**src/rtl/equiv_sequencer_if.sv**
```systemverilog
// Bus between the vector loader / netlist pair and the equivalence sequencer.
// master = loader and netlist side, slave = sequencer.
interface equiv_sequencer_if #(
    parameter int IN_W  = 20,
    parameter int OUT_W = 10,
    parameter int DEPTH = 16
);
    localparam int AW = $clog2(DEPTH);

    logic             vec_wr_en;
    logic [AW-1:0]    vec_wr_addr;
    logic [IN_W-1:0]  vec_wr_data;
    logic [AW:0]      num_vec;
    logic             start;
    logic [IN_W-1:0]  dut_in;
    logic [OUT_W-1:0] ref_out;
    logic [OUT_W-1:0] opt_out;
    logic             busy;
    logic             done;
    logic [AW:0]      mismatch_cnt;
    logic             fail_valid;
    logic [AW-1:0]    fail_idx;
    logic [AW-1:0]    res_rd_addr;
    logic [OUT_W-1:0] res_rd_data;

    modport master (
        output vec_wr_en, vec_wr_addr, vec_wr_data, num_vec, start,
               ref_out, opt_out, res_rd_addr,
        input  dut_in, busy, done, mismatch_cnt, fail_valid, fail_idx,
               res_rd_data
    );

    modport slave (
        input  vec_wr_en, vec_wr_addr, vec_wr_data, num_vec, start,
               ref_out, opt_out, res_rd_addr,
        output dut_in, busy, done, mismatch_cnt, fail_valid, fail_idx,
               res_rd_data
    );
endinterface

```
**src/rtl/equiv_sequencer.sv**
```systemverilog
// Clocked equivalence harness: drives stored vectors into the original and
// optimized netlists, logs the optimized output and counts disagreements.
//
// state   | meaning
// IDLE    | waiting for start; vector memory writable
// APPLY   | register vmem[idx] onto dut_in
// WAIT    | let the netlists settle for SETTLE cycles
// CHECK   | log opt_out, compare against ref_out, advance idx
// DONE    | one-cycle done pulse, then back to IDLE
module equiv_sequencer #(
    parameter int IN_W   = 20,
    parameter int OUT_W  = 10,
    parameter int DEPTH  = 16,
    parameter int SETTLE = 1
) (
    input  logic clk,
    input  logic rst,
    equiv_sequencer_if.slave bus
);
    localparam int AW = $clog2(DEPTH);
    localparam int WW = (SETTLE > 0) ? $clog2(SETTLE + 1) : 1;
    localparam logic [AW:0] DEPTH_W = (AW + 1)'(DEPTH);

    typedef enum logic [2:0] {
        S_IDLE,
        S_APPLY,
        S_WAIT,
        S_CHECK,
        S_DONE
    } state_t;

    state_t           state_q;
    logic [AW-1:0]    idx_q;
    logic [AW:0]      n_q;
    logic [WW-1:0]    wcnt_q;
    logic [IN_W-1:0]  dut_in_q;
    logic             busy_q;
    logic             done_q;
    logic [AW:0]      mismatch_cnt_q;
    logic             fail_valid_q;
    logic [AW-1:0]    fail_idx_q;

    logic [IN_W-1:0]  vmem [DEPTH];
    logic [OUT_W-1:0] rmem [DEPTH];

    logic [AW:0]      n_d;
    logic             last_d;
    logic             diff_d;

    always_comb begin
        n_d    = (bus.num_vec > DEPTH_W) ? DEPTH_W : bus.num_vec;
        last_d = ({1'b0, idx_q} == (n_q - 1'b1));
        diff_d = (bus.ref_out != bus.opt_out);
    end

    always_ff @(posedge clk or posedge rst) begin
        if (rst) begin
            state_q        <= S_IDLE;
            idx_q          <= '0;
            n_q            <= '0;
            wcnt_q         <= '0;
            dut_in_q       <= '0;
            busy_q         <= 1'b0;
            done_q         <= 1'b0;
            mismatch_cnt_q <= '0;
            fail_valid_q   <= 1'b0;
            fail_idx_q     <= '0;
        end else begin
            done_q <= 1'b0;
            case (state_q)
                S_IDLE: begin
                    if (bus.start) begin
                        n_q            <= n_d;
                        idx_q          <= '0;
                        mismatch_cnt_q <= '0;
                        fail_valid_q   <= 1'b0;
                        fail_idx_q     <= '0;
                        busy_q         <= 1'b1;
                        if (n_d != '0) begin
                            state_q <= S_APPLY;
                        end else begin
                            state_q <= S_DONE;
                            done_q  <= 1'b1;
                        end
                    end
                end
                S_APPLY: begin
                    dut_in_q <= vmem[idx_q];
                    if (SETTLE > 0) begin
                        wcnt_q  <= WW'(SETTLE);
                        state_q <= S_WAIT;
                    end else begin
                        state_q <= S_CHECK;
                    end
                end
                S_WAIT: begin
                    if (wcnt_q == WW'(1)) state_q <= S_CHECK;
                    else                  wcnt_q  <= wcnt_q - 1'b1;
                end
                S_CHECK: begin
                    if (diff_d) begin
                        mismatch_cnt_q <= mismatch_cnt_q + 1'b1;
                        if (!fail_valid_q) begin
                            fail_valid_q <= 1'b1;
                            fail_idx_q   <= idx_q;
                        end
                    end
                    if (last_d) begin
                        state_q <= S_DONE;
                        done_q  <= 1'b1;
                    end else begin
                        idx_q   <= idx_q + 1'b1;
                        state_q <= S_APPLY;
                    end
                end
                S_DONE: begin
                    busy_q  <= 1'b0;
                    state_q <= S_IDLE;
                end
                default: state_q <= S_IDLE;
            endcase
        end
    end

    // Loader writes only land while idle, so a running bank is never disturbed.
    always_ff @(posedge clk) begin
        if (bus.vec_wr_en && !busy_q) vmem[bus.vec_wr_addr] <= bus.vec_wr_data;
    end

    always_ff @(posedge clk) begin
        if (state_q == S_CHECK) rmem[idx_q] <= bus.opt_out;
    end

    assign bus.dut_in       = dut_in_q;
    assign bus.busy         = busy_q;
    assign bus.done         = done_q;
    assign bus.mismatch_cnt = mismatch_cnt_q;
    assign bus.fail_valid   = fail_valid_q;
    assign bus.fail_idx     = fail_idx_q;
    assign bus.res_rd_data  = rmem[bus.res_rd_addr];
endmodule
```
**src/flat_wrapper.sv**
```systemverilog
// flat-port wrapper written by rule: the top's interface ports become plain ports
module equiv_sequencer_flat 
#(
    parameter int IN_W   = 20,
    parameter int OUT_W  = 10,
    parameter int DEPTH  = 16,
    parameter int SETTLE = 1
)
  (clk, rst, bus_vec_wr_en, bus_vec_wr_addr, bus_vec_wr_data, bus_num_vec, bus_start, bus_ref_out, bus_opt_out, bus_res_rd_addr, bus_dut_in, bus_busy, bus_done, bus_mismatch_cnt, bus_fail_valid, bus_fail_idx, bus_res_rd_data);
  equiv_sequencer_if #(.IN_W(IN_W), .OUT_W(OUT_W), .DEPTH(DEPTH)) bus_i ();
  input  logic clk;
  input  logic rst;
  input wire logic [$bits(bus_i.vec_wr_en)-1:0] bus_vec_wr_en;
  input wire logic [$bits(bus_i.vec_wr_addr)-1:0] bus_vec_wr_addr;
  input wire logic [$bits(bus_i.vec_wr_data)-1:0] bus_vec_wr_data;
  input wire logic [$bits(bus_i.num_vec)-1:0] bus_num_vec;
  input wire logic [$bits(bus_i.start)-1:0] bus_start;
  input wire logic [$bits(bus_i.ref_out)-1:0] bus_ref_out;
  input wire logic [$bits(bus_i.opt_out)-1:0] bus_opt_out;
  input wire logic [$bits(bus_i.res_rd_addr)-1:0] bus_res_rd_addr;
  output wire logic [$bits(bus_i.dut_in)-1:0] bus_dut_in;
  output wire logic [$bits(bus_i.busy)-1:0] bus_busy;
  output wire logic [$bits(bus_i.done)-1:0] bus_done;
  output wire logic [$bits(bus_i.mismatch_cnt)-1:0] bus_mismatch_cnt;
  output wire logic [$bits(bus_i.fail_valid)-1:0] bus_fail_valid;
  output wire logic [$bits(bus_i.fail_idx)-1:0] bus_fail_idx;
  output wire logic [$bits(bus_i.res_rd_data)-1:0] bus_res_rd_data;
  assign bus_i.vec_wr_en = bus_vec_wr_en;
  assign bus_i.vec_wr_addr = bus_vec_wr_addr;
  assign bus_i.vec_wr_data = bus_vec_wr_data;
  assign bus_i.num_vec = bus_num_vec;
  assign bus_i.start = bus_start;
  assign bus_i.ref_out = bus_ref_out;
  assign bus_i.opt_out = bus_opt_out;
  assign bus_i.res_rd_addr = bus_res_rd_addr;
  assign bus_dut_in = bus_i.dut_in;
  assign bus_busy = bus_i.busy;
  assign bus_done = bus_i.done;
  assign bus_mismatch_cnt = bus_i.mismatch_cnt;
  assign bus_fail_valid = bus_i.fail_valid;
  assign bus_fail_idx = bus_i.fail_idx;
  assign bus_res_rd_data = bus_i.res_rd_data;
  equiv_sequencer #(.IN_W(IN_W), .OUT_W(OUT_W), .DEPTH(DEPTH), .SETTLE(SETTLE)) u_core (.clk(clk), .rst(rst), .bus(bus_i));
endmodule
```
**config.mk**
```make
export PLATFORM = sky130hd
export DESIGN_NAME = equiv_sequencer_flat
export DESIGN_NICKNAME = d
export VERILOG_FILES = /design/src/rtl/equiv_sequencer_if.sv /design/src/rtl/equiv_sequencer.sv /design/src/flat_wrapper.sv
export SDC_FILE = /design/constraint.sdc
export NUM_CORES = 1
export LEC_CHECK = 0
export CAP_MARGIN = 20
export CORE_MARGIN = 1.5
export CORE_UTILIZATION = 67
export CTS_BUF_LIST = sky130_fd_sc_hd__clkbuf_8
export CTS_CLUSTER_SIZE = 12
export DETAILED_ROUTE_END_ITERATION = 10
export PLACE_DENSITY = 0.87
export SETUP_SLACK_MARGIN = 0.3
export SLEW_MARGIN = 20
export SYNTH_ARGS = -nofsm -noshare
export SYNTH_HDL_FRONTEND = slang
export SYNTH_SLANG_ARGS = --single-unit
```
**constraint.sdc**
```tcl
create_clock -name clk -period 7.4 [get_ports clk]
set_input_delay 2.22 -clock clk [delete_from_list [all_inputs] [get_ports clk]]
set_output_delay 2.22 -clock clk [all_outputs]
set_load 0.05 [all_outputs]
```
==> flow_metrics.tcl <==
set metrics [dict create \
    p_clk_frac 0.286 \
    max_slew_margin 0.246 \
    antenna_left 0 \
    syn_area_sq_mm 0.0204 \
    worstPathRequired_ns 5.18 \
    yosysTopAreaCellShare 0.706 \
    root_buffer "clkbuf_8" \
    die_h_um 178 \
    fmaxAchievable_ghz 0.154 \
    total_power_w 0.00770 \
    pwr-share-seq 0.470 \
    drt_iter0_markers 1181 \
    tightest_slew_ns 1.13 \
    ys_ff_latch 525 \
    cts_resized 0 \
    grt_pass1_vias 10800 \
    muxShareOfSynthArea 0.166 \
    post_cts_buffers 0 \
    seqCellArea_sq_mm 0.0155 \
    final_common_cell "edfxtp_1" \
    postPlaceCellArea_sq_mm 0.0219 \
    crit_path_end_kind "primary output" \
    synth-compound-area-share 0.0209 \
    ys_seq_area_frac 0.761 \
    synthArstFlopShare 0.0857 \
    power_leakage_nw 7.62 \
    period_share 0.879 \
    area_growth_pct 14.5 \
    p_switching_w 0.00231 \
    multi_input_area_sq_mm 0.00472 \
    finalHoldViolCount 0 \
    synth_area_leaders "edfxtp_1 (71%), mux4_2 (14%), dfrtp_1 (5.5%)" \
    io_pins 99 \
    numCtsBuffers 81 \
    synth_top_family_by_area "multiplexers" \
    wirelength_mm 42.7 \
    p_comb_frac 0.244 \
    synthAdderAreaFrac 0.00368 \
    layout_common_cells "edfxtp_1 (480), mux4_2 (130), clkdlybuf4s50_1 (87)" \
    yosysTopAreaCell "edfxtp_1" \
    clock-skew-final_ns 0.0311 \
    vias_per_cell 6.64 \
    synth_edf_count 480 \
    core-area_sq_mm 0.0298 \
    numPortBuffers 98 \
    dr.pass1.iters 5 \
    synthCells 938 \
    antenna_found_initial 2 \
    wl_per_cell_um 27.7 \
    hold_buffers 0 \
    drc 0 \
    cp.arrival_ns 4.29 \
    ir_drop_v 0.000260 \
    grt-ovfl-total 0 \
    fp.dieW_um 178 \
    cts_tree "yes" \
    layout.cells.non_filler 1545 \
    grt_pass1_wl_mm 64.8 \
    htree_levels 3 \
    final_util 0.785 \
    synth_cell_types 46 \
    critPathLaunchType "primary input" \
    swShare 0.300 \
    setup.worst_path.class "primary input to primary output" \
    hold_path.class "flop to flop" \
    grt_start_max_net_pins 78 \
    finalSetupTns_ns 0 \
    yosys.area_share.simple 0.0300 \
    dieArea_sq_mm 0.0315 \
    synth_nets 1001 \
    gp_congestion 0.833 \
    ctsLongestPathBuffers 3 \
    clkTransAtPathRegs_ns 0.06 \
    synth_xor_area_frac 0.00686 \
    syn_area_per_cell_sq_um 21.8 \
    drv_slew 0 \
    p_per_area_mw_per_mm2 329 \
    num_vias 10300 \
    worstSkewPairLatency_ns 0.62 \
    yosys_warnings 0 \
    rsz0062_at_grt "false" \
    cts.sinks 525 \
    fillCellCount 1460 \
    design_area_sq_mm 0.0234 \
    nNetsFinal 1152 \
    drv_cap 0 \
    drive_gt1_frac 0.268 \
    setup_violations 0 \
    status "finished clean" \
    placed_cells 1396 \
    initial_core_util 0.685 \
    min_period_ns 6.51 \
    rows 63 \
    track_usage 0.286 \
    cp_max_fo 40 \
    p_int_w 0.00539 \
    dp_hpwl_mm 25.6 \
    synth_ff_type "edfxtp_1" \
]
final cells by class:
| class | count | share of cell area |
|---|---|---|
| antenna | 1 | 0.000107 |
| inverter | 6 | 0.000963 |
| sequential | 525 | 0.665 |
| multi-input combinational | 358 | 0.202 |
| tap | 390 | 0.0209 |
| clock buffer | 85 | 0.0500 |
| timing repair buffer | 117 | 0.0473 |
| clock inverter | 63 | 0.0138 |
power groups by stage:
stage	clock [W]	sequential [W]	combinational, W
3_3_place_gp	0	0.00367	0.00182
4_1_cts	0.00224	0.00362	0.00189
5_1_grt	0.00236	0.00364	0.00199
2_1_floorplan	0	0.00380	0.00121
3_5_place_dp	0	0.00368	0.00188
6_report	0.00220	0.00362	0.00188
metal layers:
layer	wire length [um]	global-route usage
met2	22200	0.482
met3	3220	0.0510
met5	17	0
met4	1130	0.100
met1	16200	0.384
worst paths after layout:
check | start | slack (ns) | to | depth (start not counted)
min | u_core.wcnt_q | 0.50 | u_core.wcnt_q | 1
max in group asynchronous | rst | 4.69 | u_core.idx_q[1] | 3
min in group asynchronous | rst | 2.11 | u_core.bus.dut_in[5] | 3
max reg2reg | u_core.idx_q[0] | 4.24 | u_core.bus.dut_in[1] | 4
min reg2reg | u_core.wcnt_q | 0.50 | u_core.wcnt_q | 1
max | bus_res_rd_addr[1] | 0.89 | bus_res_rd_data[8] | 5
synthesized netlist by cell type (all sizes together) (6+ instances only):
master,count
edfxtp,480
mux4,130
nand2,14
a221o,21
and2,16
nor3,29
xor2,10
o21ai,9
dfrtp,45
mux2i,21
ha,6
buf,24
mux2,22
xnor2,6
clkbuf,25
inv,6
nor2,21
cell families after synthesis:
group / count (synthesis)
buf+inv: 55
mux: 173
fa+ha+maj: 6
compound gates: 49
simple gates: 114
flops: 525
xor+xnor: 16
through the flow:
step	setup slack, ns	hold slack [ns]
after detailed placement	0.891	0.491
after global placement	0.995	0.451
after floorplan	1.40	0.434
after CTS	0.870	0.504
final	0.893	0.504
after global routing	0.785	0.512
worst max-delay path, cell delays in order:
cell	delay, ns
clkdlybuf4s50_1	0.46
buf_4	0.46
mux4_2	0.42
mux4_2	0.49
buf_4	0.21
state kept, by name, summed over array words and instances (netlist names):
name                     cells
u_core.vmem                320
u_core.rmem                160
u_core.bus.dut_in           20
u_core.bus.mismatch_cnt      5
u_core.n_q                   5
u_core.bus.fail_idx          4
u_core.idx_q                 4
u_core.state_q               3
u_core.bus.busy              1
u_core.bus.done              1
u_core.bus.fail_valid        1
u_core.wcnt_q                1
Note: power is estimated with default switching activity, not from simulation.
==> edit 1: new RTL, same settings <==
`DEPTH` is set to 16 in 3 places; all go to 8.
--- a/src/rtl/equiv_sequencer_if.sv
+++ b/src/rtl/equiv_sequencer_if.sv
@@ -4,5 +4,5 @@
     parameter int IN_W  = 20,
     parameter int OUT_W = 10,
-    parameter int DEPTH = 16
+    parameter int DEPTH = 8
 );
     localparam int AW = $clog2(DEPTH);
--- a/src/rtl/equiv_sequencer.sv
+++ b/src/rtl/equiv_sequencer.sv
@@ -11,5 +11,5 @@
     parameter int IN_W   = 20,
     parameter int OUT_W  = 10,
-    parameter int DEPTH  = 16,
+    parameter int DEPTH  = 8,
     parameter int SETTLE = 1
 ) (
--- a/src/flat_wrapper.sv
+++ b/src/flat_wrapper.sv
@@ -4,5 +4,5 @@
     parameter int IN_W   = 20,
     parameter int OUT_W  = 10,
-    parameter int DEPTH  = 16,
+    parameter int DEPTH  = 8,
     parameter int SETTLE = 1
 )
Interface: changed (5 resized); port bits go from 99 to 94. No check against the original RTL was run, so the function may have changed too.
==> edit 1 against the unedited design <==
  * Final area decreased by 44%
  * Wire length decreased by 47%
  * Total power decreased by 40%
  * Sequential share of layout area decreased by 3.6 points
  * Via count decreased by 41%
  * Sequential cell count decreased by 244
  * Sequential power decreased by 45%
  * Worst hold slack got worse by 0.011 ns
  * Worst setup slack improved by 0.16 ns
  * Utilization increased by 3.4 points
  * Count of clock-buffer cells in the layout decreased by 34
  * Area after synthesis decreased by 46%
  * First-iteration DRC count decreased by 69%
  * Critical path type unchanged
==> edit 1: results (changes against the unedited design) <==
Status - finished clean (unchanged)
Pin count of the biggest net entering global routing - 65 (was 78)
Number of design-rule violations left by the first detailed-router iteration - 361 (was 1181)
Max FFs per register - 160 (was 320)
Post-DR wirelength/cell - 23.3 um (was 27.7 um)
Max-slew headroom - 0.237 (was 0.246)
Worst-case clock skew - 0.0154 ns (was 0.0311 ns)
Async set-or-reset flop fraction in the synthesized netlist - 0.146 (was 0.0857)
RD Place Congestion - 0.744 (was 0.833)
Cts bufs inserted - 43 (was 81)
Antenna violations before repair - 0 (was 2)
Yosys cell types - 50 (was 46)
Worst slack after detailed placement - 1.07 ns (was 0.891 ns)
Number of global-route vias before repair - 6483 (was 10.8k)
Clock latency of the later-clocked register in the worst-skew pair - 0.55 ns (was 0.62 ns)
Crit path arrival time - 4.13 ns (was 4.29 ns)
Cells taking the most area after synthesis - edfxtp_1 65%, dfrtp_1 9.3%, mux4_2 8.2% (was edfxtp_1 71%, mux4_2 14%, dfrtp_1 5.5%)
Antenna diode instance count - 0 (was 1)
Number of synthesized flops with an enable pin - 240 (was 480)
Count of buffers inserted at the top-level ports - 93 (was 98)
Synthesized netlist net count - 654 (was 1001)
Total number of vias - 6071 (was 10.3k)
Most instantiated cells after synthesis - 240 x edfxtp_1, 50 x nor2_1, 41 x dfrtp_1 (was 480 x edfxtp_1, 130 x mux4_2, 45 x dfrtp_1)
Share of final-layout standard cells stronger than drive strength 1 - 0.215 (was 0.268)
Biggest fanout along the worst timing path - 20 (was 40)
Half-perimeter wire length after placement - 13300 um (was 25600 um)
[edit 1: cell types whose count changed after synthesis, moves of 12 or more]
cell,unedited run,this run
edfxtp_1,480,240
mux4_2,130,40
nor2_1,20,50
a21oi_1,2,27
nor3_1,29,6
a221o_1,21,0
clkbuf_1,25,9
mux2i_1,21,36
a221oi_1,1,15
and2_1,16,2
mux2_2,22,10
o22ai_1,0,12
[edit 1: critical path, stage by stage]
cell	delay [ns]
clkdlybuf4s50_1	0.46
buf_4	0.35
mux4_2	0.59
mux2_2	0.30
buf_4	0.19
[edit 1: worst paths after layout]
kind                                                    start                          endpoint  slack [ns]  depth (start not counted)
worst max-delay path                       bus_res_rd_addr[0]                bus_res_rd_data[2]        1.05                          5
min in group asynchronous                                 rst     u_core.state_q[1]$_DFFE_PP0P_        1.96                          2
worst min-delay path                u_core.wcnt_q$_DFFE_PP0N_         u_core.wcnt_q$_DFFE_PP0N_        0.49                          1
worst min register to register      u_core.wcnt_q$_DFFE_PP0N_         u_core.wcnt_q$_DFFE_PP0N_        0.49                          1
worst max register to register  u_core.state_q[0]$_DFFE_PP0P_       u_core.rmem[6][4]$_DFFE_PP_        4.80                          4
max in group asynchronous                                 rst  u_core.bus.dut_in[0]$_DFFE_PP0P_        4.93                          3
[edit 1: metal layers]
layer | up-vias | GRT usage | routed length [um]
met5 | - | 0 | 0
met1 | 3097 | 0.345 | 8800
met2 | 278 | 0.477 | 12000
li1 | 2641 | - | -
met4 | 0 | 0.119 | 653
met3 | 55 | 0.0440 | 1360
[edit 1: area by class of cell]
class | instances | area share
flip-flops and latches | 281 | 0.629
multi-input cells | 281 | 0.202
repair buffers | 113 | 0.0816
clock buffers | 51 | 0.0536
well taps | 216 | 0.0206
clock inverters | 28 | 0.0117
inverters | 8 | 0.00229
[edit 1: report_power, final]
| part | internal (mW) | leakage, nW | total (mW) | switching [mW] |
|---|---|---|---|---|
| Sequential | 1.89 | 2.64 | 2.00 | 0.111 |
| Combinational | 0.522 | 1.38 | 1.40 | 0.880 |
| Clock | 0.665 | 0.486 | 1.25 | 0.582 |
| Total | 3.08 | 4.51 | 4.65 | 1.57 |
[edit 1: kinds of logic after synthesis]
| kind of cell | synth area share |
|---|---|
| fa+ha+maj | 0.00341 |
| xor+xnor | 0.0111 |
| simple gates | 0.0503 |
| compound gates | 0.0458 |
| flops | 0.747 |
| mux | 0.126 |
| buf+inv | 0.0165 |
[edit 1: metrics by stage]
step / power, mW / hold WS (ns) / cell area (um^2) / cells
floorplan: 3.00 / 0.434 / 11000 / 597
global route: 4.85 / 0.514 / 13100 / 978
global placement: 3.36 / 0.452 / 12200 / 898
finish: 4.65 / 0.493 / 13100 / 978
CTS: 4.68 / 0.491 / 13100 / 977
detailed placement: 3.43 / 0.478 / 12200 / 898
==> edit 2: new RTL, same settings <==
Without the edit above. Re-encode `state_t` (5 states) as Gray code, 3 bits wide.
--- a/src/rtl/equiv_sequencer.sv
+++ b/src/rtl/equiv_sequencer.sv
@@ -23,9 +23,9 @@
 
     typedef enum logic [2:0] {
-        S_IDLE,
-        S_APPLY,
-        S_WAIT,
-        S_CHECK,
-        S_DONE
+        S_IDLE  = 3'b000,
+        S_APPLY = 3'b001,
+        S_WAIT  = 3'b011,
+        S_CHECK = 3'b010,
+        S_DONE  = 3'b110
     } state_t;
 
Function: same outputs for any inputs over 4 cycles, from zero or initial values and one cycle with rst high; so few cycles prove little.
==> edit 2 against the unedited design <==
  * Clock skew shrank 0.0070 ns
  * Maximum frequency grew 0.31%
  * Wire length grew 4.2%
  * Worst setup slack gained 0.020 ns
  * First-iteration DRC count grew 5.2%
  * Sequential cell count is the same
  * Final cell count is essentially flat
  * Area after synthesis is essentially flat
  * Total power shrank 0.94%
  * Final area grew 0.38%
  * Die area is essentially flat
  * Count of clock-buffer cells in the layout grew 4
  * Critical path type unchanged
  * Critical endpoint is now bus_res_rd_data[0]
  * Largest cell class unchanged
  * Largest power group unchanged
==> edit 2: results (changes against the unedited design) <==
Status - finished clean (unchanged)
Finished Layout Cells - 1544 (was 1545)
Fin nets - 1157 (was 1152)
Met2 layer wire length in the routed design - 22900 um (was 22200 um)
Sum of routed wire segments on met1 - 16200 um (about the same)
Global-route track usage on met2 - 0.487 (was 0.482)
Primary FF master, synth - edfxtp_1 (unchanged)
Antenna violations before repair - 1 (was 2)
Half-perimeter wire length after placement - 26400 um (was 25600 um)
Total number of vias - 10.3k (about the same)
Buffers inserted during post-CTS setup optimization - 0 (unchanged)
Clock tree root driver cell - clkbuf_8 (unchanged)
Synthesized netlist net count - 1003 (was 1001)
Routed wire length - 44500 um (was 42700 um)
Bufs on Longest Clock Path - 3 (unchanged)
Worst-case clock skew - 0.0240 ns (was 0.0311 ns)
Number of global-route vias before repair - 10.8k (about the same)
Global-route wire length before repair - 66100 um (was 64800 um)
Maximum level of the CTS H-tree - 3 (unchanged)
Post-CTS resize count - 0 (unchanged)
Tot GR Track Use - 0.295 (was 0.286)
Crit path arrival time - 4.27 ns (was 4.29 ns)
Clock latency of the later-clocked register in the worst-skew pair - 0.62 ns (about the same)
Met3 wire len - 4060 um (was 3220 um)
Number of design-rule violations left by the first detailed-router iteration - 1243 (was 1181)
RD Place Congestion - 0.856 (was 0.833)
Post-Place Cell Area - 0.0219 mm^2 (about the same)
Class of the tightest hold or removal check - reg2reg (unchanged)
Pin count of the biggest net entering global routing - 50 (was 78)
Top cell family by delay on the critical path - buffers and inverters (unchanged)
Max FFs per register - 320 (unchanged)
IR drop worst, VDD - 0.265 mV (was 0.260 mV)
Most instantiated cells after synthesis - 480 x edfxtp_1, 130 x mux4_2, 45 x dfrtp_1 (unchanged)
Yosys cell types - 45 (was 46)
Worst slack after detailed placement - 0.930 ns (was 0.891 ns)
M1 GR Usage - 0.397 (was 0.384)
GRT met3 Usage - 0.0606 (was 0.0510)
Sequential share of the synthesized area - 0.760 (was 0.761)
Detailed-routing iteration count for the pre-antenna-repair pass - 5 (unchanged)
Avg Synthesized Cell Area - 21.7 um^2 (was 21.8 um^2)
Highest metal layer used by the detailed router - met4 (was met5)
Cells taking the most area after synthesis - edfxtp_1 71%, mux4_2 14%, dfrtp_1 5.5% (unchanged)
Delay contributed by the slowest stage of the critical path - 0.50 ns
Count of buffers inserted at the top-level ports - 98 (unchanged)
Leakage power of the design - 7.69 nW (was 7.62 nW)
Share of final-layout standard cells stronger than drive strength 1 - 0.272 (was 0.268)
Syn. warnings - 0 (unchanged)
Clock slew at the register clock pins of the worst setup and hold paths - 0.06 ns (about the same)
Biggest fanout along the worst timing path - 40 (unchanged)
Worst-path cell with the longest stage delay - mux4_2 (unchanged)
Worst Max-Slew Pin Slew - 0.935 ns (was 1.13 ns)
Total instance count after detailed placement - 1403 (was 1396)
Cts bufs inserted - 78 (was 81)
==> edit 2: logic make-up (layout without fill, tap and decap cells) <==
logic type | after synthesis | in the layout | share of synthesized area
multiplexers | 172 | 172 | 0.165
AO/OA/AOI/OAI | 57 | 57 | 0.0229
buffers and inverters | 56 | 269 | 0.0126
adder cells (fa/ha/maj) | 6 | 6 | 0.00367
flip-flops | 525 | 525 | 0.760
other | 0 | 1 | 0
AND/OR/NAND/NOR | 107 | 107 | 0.0279
XOR/XNOR | 17 | 17 | 0.00729
==> edit 2: final timing paths <==
check | startpoint | to | slack, ns | cells past startpoint
max | bus_res_rd_addr[1] | bus_res_rd_data[0] | 0.91 | 5
min | u_core.wcnt_q$_DFFE_PP0P_ | u_core.wcnt_q$_DFFE_PP0P_ | 0.48 | 1
max reg2reg | u_core.idx_q[0]$_DFFE_PP0P_ | u_core.bus.dut_in[11]$_DFFE_PP0P_ | 4.21 | 4
min reg2reg | u_core.wcnt_q$_DFFE_PP0P_ | u_core.wcnt_q$_DFFE_PP0P_ | 0.48 | 1
max in group asynchronous | rst | u_core.idx_q[0]$_DFFE_PP0P_ | 4.71 | 3
min in group asynchronous | rst | u_core.bus.dut_in[5]$_DFFE_PP0P_ | 2.09 | 3
==> edit 2: area by class of cell <==
class                      count  area [um^2]
antenna                        1         2.50
tap                          390          488
clock buffer                  89         1220
timing repair buffer         121         1160
clock inverter                50          300
fill                        1409         6330
sequential                   525        15500
inverter                       9         33.8
multi-input combinational    359         4710
==> edit 2: where the power goes <==
part           switching, mW  internal (mW)
clock network           1.09           1.18
logic                  0.944          0.803
registers              0.210           3.40
total                   2.25           5.38
